--- src/rtl/conv_ctrl_pkg.sv ---
// Shared types and helpers for the convolution stream controller.
// The optional drain watchdog (CONV_CTRL_TIMEOUT_EN) uses DRAIN_TIMEOUT.
package conv_ctrl_pkg;

    typedef enum logic [2:0] {
        IDLE        = 3'd0,
        LOAD_FILTER = 3'd1,
        STREAM      = 3'd2,
        DRAIN       = 3'd3,
        DONE        = 3'd4
    } ctrl_state_t;

    localparam logic [15:0] DRAIN_TIMEOUT = 16'hFFFF;

    // Counter width that never collapses to zero bits for tiny ranges.
    function automatic int safe_clog2(input int n);
        return (n <= 2) ? 1 : $clog2(n);
    endfunction

endpackage

--- src/rtl/conv_out_coord_counter.sv ---
// Row/column tracker for output results: column advances first, wraps at
// SIDE-1 and bumps the row. Holds at the final coordinate; 'last' flags it.
module conv_out_coord_counter
    import conv_ctrl_pkg::*;
#(
    parameter int SIDE = 9,
    parameter int CW   = safe_clog2(SIDE)
) (
    input  logic          clock,
    input  logic          reset,
    input  logic          clear,
    input  logic          advance,
    output logic [CW-1:0] row,
    output logic [CW-1:0] col,
    output logic          last
);

    localparam logic [CW-1:0] MAX = CW'(SIDE - 1);

    assign last = (row == MAX) && (col == MAX);

    // Advance the coordinate on each accepted result; clear at job start.
    always_ff @(posedge clock or posedge reset) begin
        if (reset) begin
            row <= '0;
            col <= '0;
        end else if (clear) begin
            row <= '0;
            col <= '0;
        end else if (advance && !last) begin
            if (col == MAX) begin
                col <= '0;
                row <= row + CW'(1);
            end else begin
                col <= col + CW'(1);
            end
        end
    end

endmodule

--- src/rtl/conv_stream_controller.sv ---
// Sequences one convolution job: load filter weights, stream image pixels,
// then drain until every output dot product has returned. Results are tagged
// with their output row/column.
// Optional macro CONV_CTRL_TIMEOUT_EN adds a drain watchdog and a sticky
// 'timeout' output.
//
// Handshakes: a word moves when valid && ready are both high at a rising
// clock edge; ready depends only on the controller state, never on valid.
module conv_stream_controller
    import conv_ctrl_pkg::*;
#(
    parameter int bitwidth    = 8,
    parameter int filterWidth = 3,
    parameter int imageWidth  = 11
) (
    input  logic                clock,
    input  logic                reset,
    input  logic                start,
    output logic                busy,
    output logic                done,
    input  logic [bitwidth-1:0] filt_data,
    input  logic                filt_valid,
    output logic                filt_ready,
    input  logic [bitwidth-1:0] pix_data,
    input  logic                pix_valid,
    output logic                pix_ready,
    output logic [bitwidth-1:0] data_out,
    output logic                isValid_out,
    output logic [bitwidth-1:0] filter_out,
    output logic                filterLoad_out,
    input  logic [31:0]         dotproduct_in,
    input  logic                dotproductReady_in,
    output logic [31:0]         result_data,
    output logic                result_valid,
    output logic [safe_clog2(imageWidth-filterWidth+1)-1:0] result_row,
    output logic [safe_clog2(imageWidth-filterWidth+1)-1:0] result_col,
    output logic [2:0]          state,
`ifdef CONV_CTRL_TIMEOUT_EN
    output logic                timeout,
`endif
    output logic                overflow
);

    localparam int filterSize = filterWidth * filterWidth;
    localparam int imageSize  = imageWidth * imageWidth;
    localparam int outWidth   = imageWidth - filterWidth + 1;
    localparam int outSize    = outWidth * outWidth;

    localparam int CW  = safe_clog2(outWidth);
    localparam int WCW = safe_clog2(filterSize + 1);
    localparam int PCW = safe_clog2(imageSize + 1);
    localparam int RCW = safe_clog2(outSize + 1);

    localparam logic [WCW-1:0] W_LAST = WCW'(filterSize - 1);
    localparam logic [PCW-1:0] P_LAST = PCW'(imageSize - 1);
    localparam logic [RCW-1:0] OS_C   = RCW'(outSize);

    localparam logic [2:0] S_IDLE   = IDLE;
    localparam logic [2:0] S_LOAD   = LOAD_FILTER;
    localparam logic [2:0] S_STREAM = STREAM;
    localparam logic [2:0] S_DRAIN  = DRAIN;
    localparam logic [2:0] S_DONE   = DONE;

    logic [WCW-1:0] wcnt;
    logic [PCW-1:0] pcnt;
    logic [RCW-1:0] rcnt;
    logic [RCW-1:0] rcnt_next;
    logic           w_take, p_take, r_take, r_drop, job_start;
    logic [CW-1:0]  coord_row, coord_col;
    logic           coord_last;
    logic           wd_expired;

    assign busy       = (state != S_IDLE);
    assign done       = (state == S_DONE);
    assign filt_ready = (state == S_LOAD);
    assign pix_ready  = (state == S_STREAM);

    assign job_start = (state == S_IDLE) && start;
    assign w_take    = filt_valid && filt_ready;
    assign p_take    = pix_valid && pix_ready;
    assign r_take    = dotproductReady_in && (rcnt < OS_C) &&
                       ((state == S_STREAM) || (state == S_DRAIN));
    assign r_drop    = dotproductReady_in && !r_take;
    // A result landing with the last pixel still counts towards completion.
    assign rcnt_next = rcnt + RCW'(r_take);

`ifdef CONV_CTRL_TIMEOUT_EN
    logic [15:0] wd;
    assign wd_expired = (state == S_DRAIN) && (wd == DRAIN_TIMEOUT) && !r_take;

    // Drain watchdog: idle at zero outside DRAIN, restarts on every result.
    always_ff @(posedge clock or posedge reset) begin
        if (reset) begin
            wd      <= '0;
            timeout <= 1'b0;
        end else begin
            if (state != S_DRAIN || r_take) begin
                wd <= '0;
            end else if (wd != DRAIN_TIMEOUT) begin
                wd <= wd + 16'd1;
            end
            if (job_start) begin
                timeout <= 1'b0;
            end else if (wd_expired && rcnt != OS_C) begin
                timeout <= 1'b1;
            end
        end
    end
`else
    assign wd_expired = 1'b0;
`endif

    // Job sequencing and weight/pixel counting.
    always_ff @(posedge clock or posedge reset) begin
        if (reset) begin
            state <= S_IDLE;
            wcnt  <= '0;
            pcnt  <= '0;
        end else begin
            case (state)
                S_IDLE: begin
                    if (start) begin
                        state <= S_LOAD;
                        wcnt  <= '0;
                        pcnt  <= '0;
                    end
                end
                S_LOAD: begin
                    if (w_take) begin
                        wcnt <= wcnt + WCW'(1);
                        if (wcnt == W_LAST) state <= S_STREAM;
                    end
                end
                S_STREAM: begin
                    if (p_take) begin
                        pcnt <= pcnt + PCW'(1);
                        if (pcnt == P_LAST) state <= (rcnt_next == OS_C) ? S_DONE : S_DRAIN;
                    end
                end
                S_DRAIN: begin
                    if (rcnt == OS_C || wd_expired) state <= S_DONE;
                end
                S_DONE:  state <= S_IDLE;
                default: state <= S_IDLE;
            endcase
        end
    end

    // Register accepted weights and pixels toward the datapath.
    always_ff @(posedge clock or posedge reset) begin
        if (reset) begin
            filter_out     <= '0;
            filterLoad_out <= 1'b0;
            data_out       <= '0;
            isValid_out    <= 1'b0;
        end else begin
            filterLoad_out <= w_take;
            isValid_out    <= p_take;
            if (w_take) filter_out <= filt_data;
            if (p_take) data_out <= pix_data;
        end
    end

    // Capture and tag returned results; flag any result that cannot be taken.
    always_ff @(posedge clock or posedge reset) begin
        if (reset) begin
            result_data  <= '0;
            result_valid <= 1'b0;
            result_row   <= '0;
            result_col   <= '0;
            rcnt         <= '0;
            overflow     <= 1'b0;
        end else begin
            result_valid <= r_take;
            if (r_take) begin
                result_data <= dotproduct_in;
                result_row  <= coord_row;
                result_col  <= coord_col;
                rcnt        <= rcnt + RCW'(1);
            end
            if (job_start) begin
                rcnt     <= '0;
                overflow <= 1'b0;
            end
            if (r_drop) overflow <= 1'b1;
        end
    end

    conv_out_coord_counter #(
        .SIDE (outWidth),
        .CW   (CW)
    ) u_coord (
        .clock   (clock),
        .reset   (reset),
        .clear   (job_start),
        .advance (r_take),
        .row     (coord_row),
        .col     (coord_col),
        .last    (coord_last)
    );

    // The coordinate tracker and the result count must stay in lockstep.
    a_coord_sync: assert property (@(posedge clock) disable iff (reset)
        (r_take && coord_last) |-> (rcnt == OS_C - RCW'(1)));

endmodule

--- config.mk ---
export PLATFORM = sky130hd
export DESIGN_NAME = conv_stream_controller
export DESIGN_NICKNAME = d
export VERILOG_FILES = /design/src/rtl/conv_ctrl_pkg.sv /design/src/rtl/conv_out_coord_counter.sv /design/src/rtl/conv_stream_controller.sv
export SDC_FILE = /design/constraint.sdc
export NUM_CORES = 1
export LEC_CHECK = 0
export ABC_CLOCK_PERIOD_IN_PS = 4600
export CAP_MARGIN = 40
export CORE_MARGIN = 1.5
export CORE_UTILIZATION = 40
export DETAILED_ROUTE_END_ITERATION = 6
export GPL_TIMING_DRIVEN = 0
export PLACE_DENSITY = 0.7
export SLEW_MARGIN = 30
export SYNTH_ARGS = -nofsm -noshare
export SYNTH_HDL_FRONTEND = slang
export SYNTH_SLANG_ARGS = --single-unit
--- constraint.sdc ---
create_clock -name clock -period 4.6 [get_ports clock]
set_input_delay 0.92 -clock clock [delete_from_list [all_inputs] [get_ports clock]]
set_output_delay 0.92 -clock clock [all_outputs]
set_load 0.005 [all_outputs]
==> results of run 1 <==
-- routing by layer --
layer  global-route usage (%)  vias to the layer above  share of wire, %
met5                        0                        -                 0
met4                    5.690                        0               1.1
met3                    4.583                       10               6.2
met2                    30.46                       80                48
met1                    25.03                     1529                45
li1                         -                     1570                 -
-- cell usage in the layout (no fill, tap or decap), types with 8 or more instances in the layout --
cell type / n
clkbuf_8: 9
clkbuf_1: 11
buf_2: 9
o21ai_0: 12
mux2_2: 17
ha_1: 12
nand2_1: 130
dfrtp_1: 89
clkdlybuf4s50_1: 120
a21oi_1: 8
inv_1: 14
nand3_1: 8
nor2_1: 15
-- state kept, by name (all words and copies together), names as in the netlist, 3 cells and up --
signal       flops
u_coord.col      4
result_data     32
u_coord.row      4
filter_out       8
state            3
wcnt             4
data_out         8
pcnt             7
result_col       4
result_row       4
rcnt             7
-- logic make-up (layout without fill, tap and decap cells) --
kind of cell	count (synthesis)	count (layout)
flops	89	89
xor+xnor	6	6
fa+ha+maj	12	12
mux	21	21
simple gates	189	189
buf+inv	34	171
compound gates	41	41
-- worst paths after layout --
| path | depth (start not counted) | end | startpoint |
|---|---|---|---|
| setup / recovery | 10 | state[1] | dotproductReady_in |
| hold / removal | 2 | result_col[3] | result_col[3] |
| setup reg to reg | 10 | state[1] | state[2] |
| hold reg to reg | 2 | result_col[3] | result_col[3] |
| max in group asynchronous | 3 | rcnt[6] | reset |
| min in group asynchronous | 2 | data_out[1] | reset |
-- critical path, delay by kind of cell --
family	cells	cell delay, ns
compound gates	3	0.61
simple gates	2	0.45
buf+inv	3	1.20
fa+ha+maj	2	0.54
-- metrics by stage --
stage / instance area [um2] / utilization (%) / setup slack, ns
2_1_floorplan: 3930 / - / 1.373
3_3_place_gp: 5293 / 56.48 / -0.05014
3_5_place_dp: 5325 / 56.82 / 0.7178
4_1_cts: 5560 / 59.33 / 1.068
5_1_grt: 5560 / 59.33 / 0.8479
6_report: 5560 / 59.33 / 1.074
-- final cells by class --
| type | count | area (um2) |
|---|---|---|
| Buffer | 19 | 90.09 |
| Clock buffer | 11 | 131.4 |
| Clock inverter | 5 | 103.9 |
| Fill cell | 832 | 3811 |
| Inverter | 15 | 61.31 |
| Multi-Input combinational cell | 269 | 1556 |
| Sequential cell | 89 | 2227 |
| Tap cell | 129 | 161.4 |
| Timing Repair Buffer | 121 | 1229 |
-- power by group --
part           switching [mW]  internal (mW)
registers               0.185           1.06
logic                   0.482          0.695
clock network           0.270          0.362
total                   0.937           2.11
-- synthesized netlist by cell type, types with 3 or more instances --
master and instances:
or3_1 3, o31ai_1 6, and3_1 3, xor2_1 6, o21ai_0 12, nand2_1 130
buf_2 9, mux2_2 17, nor2_1 15, nand4_1 7, or4_1 3, inv_1 15
mux2i_1 4, ha_1 12, clkbuf_1 9, a22o_1 4, a21oi_1 8, nand3_1 8
nand3b_1 3, dfrtp_1 89, nor4bb_1 5
==> flow_metrics.tcl, run 1 <==
set metrics [dict create \
    status "finished, final reports clean" \
    cts_resized 0 \
    required_ns 4.80 \
    drv_slew 0 \
    synth_mux_area_share_pct 5.890 \
    setup_violations 0 \
    cts_root_buffer "clkbuf_8" \
    num_vias 3189 \
    cts_hold_buffers 0 \
    slowest_delay_ns 0.51 \
    dp_hpwl_mm 6.661 \
    ys_seq_area_share_pct 56.67 \
    antenna_found_initial 0 \
    synthTopCellsByArea "dfrtp_1, nand2_1, mux2_2" \
    total_power_mw 3.051 \
    die_h_um 102.1 \
    synth_compound_area_share_pct 6.781 \
    cts_tree "yes" \
    p_per_area_nw_per_um2 548.7 \
    synth_top_cell_area_share_pct 56.67 \
    postRouteAntennaNets 0 \
    finClkSkew_ns 0.01161 \
    r2r_setup_slack_ns 1.35 \
    drive_gt1_share_pct 8.885 \
    critPathLaunchType "input pin" \
    ys_ff_latch 89 \
    synth_cell_types 40 \
    period_share_pct 76.65 \
    rows 35 \
    synthSimpleGateAreaFrac_pct 21.78 \
    wl_per_cell_um 13.98 \
    drc_errors 0 \
    syn_avg_cell_area_um2 10.03 \
    max-clock-path-buffers 2 \
    drt-initial-drc-count 155 \
    synth-xor-area-share_pct 1.337 \
    fmax_mhz 283.6 \
    cp_slowest_cell "clkdlybuf4s50_1" \
    first_global_vias 3265 \
    cp.arrival_ns 3.73 \
    fin_setup_tns_ns 0 \
    criticalPathCategory "input pin to register" \
    syn_to_final_growth_pct 41.48 \
    portBuffers 120 \
    synth_area_leader_cell "dfrtp_1" \
    hold_slack_ns 0.4804 \
    gp_congestion 0.7853 \
    die_area_um2 10430 \
    synth_fa_ha_area_share_pct 3.820 \
    clock_latency_ns 0.35 \
    antenna_cells 0 \
    cts.sinks 89 \
    peakVddDrop_v 0.0002671 \
    synth.cell_area_um2 3930 \
    via_per_inst 4.847 \
    hold_class "register to register" \
    end_kind "register" \
    period_needed_ns 3.526 \
    grt_pass1_wl_mm 15.45 \
    ys_warn_count 0 \
    netlist_instances 392 \
    path_clk_slew_ns 0.09 \
    finish.net_count 590 \
    grt_max_degree 61 \
    cts_setup_buffers 0 \
    core_region_area_um2 9371 \
    die_x_um 102.1 \
    slew_headroom_pct 63.53 \
    htreeDepth 3 \
    initial_core_util_pct 41.94 \
    synth_enable_flop_cells 0 \
    final_cells 658 \
    numCtsBuffers 9 \
    path_cells "clkdlybuf4s50_1, o2111ai_1, inv_1, clkbuf_1, ha_1, ha_1, nor4bb_1, nand2_1, o21ai_0, a2111oi_0" \
    cap_violations 0 \
    synth_top_family_by_area "simple AND/OR/NAND/NOR gates" \
    hold_viol_final 0 \
    pin_count 121 \
    worst_slew_pin_slew_ns 0.5471 \
    worst-path-max-fanout 11 \
    ys.flop_type "dfrtp_1" \
    path_common_cell "ha_1" \
    wl_mm 9.199 \
    dr.pass1.iters 5 \
    async_reset_ff_share_pct 100.0 \
    syn_nets 458 \
    power.leakage_nw 2.565 \
    grtUsageTotal_pct 18.77 \
    rsz0062_at_grt "no" \
    dpl.cell_count 642 \
    grt-ovfl-total 0 \
]
Power figures use the tool's default switching activity.
==> inputs of run 2 (changes only) <==
Settings changed: ABC_CLOCK_PERIOD_IN_PS 4600 to 3250.
Clock period 4.6 ns to 3.25 ns, I/O delays scaled along.
==> flow_metrics.tcl, run 2 (synthesis results as in run 1) <==
set metrics [dict create \
    drc_errors 0 \
    final_area_um2 5557 \
    cts_hold_buffers 0 \
    clock_latency_ns 0.35 \
    period_needed_ns 2.858 \
    rows 35 \
    fmax_mhz 349.9 \
    cts_tree "yes" \
    wl_mm 9.157 \
    p_per_area_nw_per_um2 776.5 \
    rsz0062_at_grt "no" \
    numCtsBuffers 9 \
    peakVddDrop_v 0.0003780 \
    gp_congestion 0.7853 \
    utilization_pct 59.29 \
    power.leakage_nw 2.562 \
    cap_violations 0 \
    required_ns 3.45 \
    drv_slew 0 \
    grt-ovfl-total 0 \
    reg_top3 "result_data x32, data_out x8, filter_out x8" \
    layout_common_cells "nand2_1, clkdlybuf4s50_1, dfrtp_1" \
    path_cells "nor2b_1, o2111ai_1, inv_2, ha_1, ha_1, nor4bb_1, nand2_1, o21ai_0, a2111oi_0" \
    grt_pass1_wl_mm 15.45 \
    pin_count 121 \
    status "finished, final reports clean" \
    portBuffers 120 \
    worst_slew_pin_slew_ns 0.5117 \
    path_clk_slew_ns 0.09 \
    slew_headroom_pct 65.89 \
    dr.pass1.iters 4 \
    drt-initial-drc-count 165 \
    placed_area_um2 5325 \
    num_vias 3178 \
    finish.net_count 589 \
    cp.arrival_ns 3.06 \
    path_common_cell "ha_1" \
    core_region_area_um2 9371 \
    htreeDepth 3 \
    grtUsageTotal_pct 18.76 \
    top_register "result_data" \
    antenna_cells 0 \
    drive_gt1_share_pct 9.091 \
    initial_core_util_pct 41.94 \
    cts_setup_buffers 0 \
    cp_slowest_cell "dfrtp_1" \
    criticalPathCategory "register to register" \
    grt_max_degree 61 \
    critPathLaunchType "register" \
    first_global_vias 3268 \
    final_cells 657 \
    wl_per_cell_um 13.94 \
    end_kind "register" \
    max-clock-path-buffers 2 \
    period_share_pct 87.93 \
    slowest_delay_ns 0.50 \
    antenna_found_initial 0 \
    die_x_um 102.1 \
    largest_register_ffs 32 \
    dpl.cell_count 642 \
    syn_to_final_growth_pct 41.39 \
    die_area_um2 10430 \
    dp_hpwl_mm 6.661 \
    cts.sinks 89 \
    cts_root_buffer "clkbuf_8" \
    hold_viol_final 0 \
    setup_violations 0 \
    layout_commonest_cell "nand2_1" \
    postRouteAntennaNets 0 \
    die_h_um 102.1 \
    finClkSkew_ns 0.01134 \
    via_per_inst 4.837 \
    worst-path-max-fanout 16 \
    hold_class "register to register" \
]
[run 2: final timing paths]
kind                            slack [ns]  depth (start not counted)           from       endpoint
worst max-delay path                  0.39                          9       state[2]       state[1]
worst min-delay path                  0.48                          2  result_col[3]  result_col[3]
worst max register to register        0.39                          9       state[2]       state[1]
worst min register to register        0.48                          2  result_col[3]  result_col[3]
max in group asynchronous             2.01                          3          reset        rcnt[2]
min in group asynchronous             0.65                          2          reset    data_out[1]
[run 2: area by class of cell]
type	count	area, um2
Clock buffer	11	131.4
Inverter	15	61.31
Fill cell	832	3815
Timing Repair Buffer	121	1229
Multi-Input combinational cell	269	1556
Sequential cell	89	2227
Clock inverter	5	103.9
Buffer	18	86.33
Tap cell	129	161.4
[run 2: critical path, delay by kind of cell, from the launching register on]
family                   cells  cell delay, ns
AND/OR/NAND/NOR              3            0.74
buffers and inverters        1            0.30
AO/OA/AOI/OAI                3            0.68
flip-flops                   1            0.50
adder cells (fa/ha/maj)      2            0.50
[run 2: power by group]
group          internal, mW  total (mW)  switching [mW]
Sequential             1.50        1.76           0.260
Combinational         0.983        1.66           0.681
Clock                 0.512       0.893           0.381
Total                  2.99        4.31            1.32
[run 2: layer usage]
layer,GRT usage [%],wire length [um],share of wire (%)
met1,24.99,4097,45
met2,30.46,4419,48
met3,4.583,525,5.7
met4,5.690,115,1.3
met5,0,0,0
[run 2: timing repair]
action,4_1_cts,5_1_grt
setup endpoints to repair,1,2
endpoints found under the hold margin,0,0
gates resized for setup,0,1
[run 2: metrics by stage]
stage,TNS [ns],hold slack (ns),power (mW),setup WS [ns]
5_1_grt,0,0.5085,4.632,0.1744
3_5_place_dp,-1.001,0.4613,3.462,-0.3622
2_1_floorplan,0,0.4697,2.468,0.2931
3_3_place_gp,-101.16,0.4580,3.402,-1.130
4_1_cts,0,0.4848,4.370,0.2210
6_report,0,0.4802,4.314,0.3922
==> inputs of run 3 (changes only) <==
Settings changed: ABC_CLOCK_PERIOD_IN_PS 3250 to default.
==> results of run 3 <==
Same layout as run 2: the final DEF is identical, and so are final timing and power.
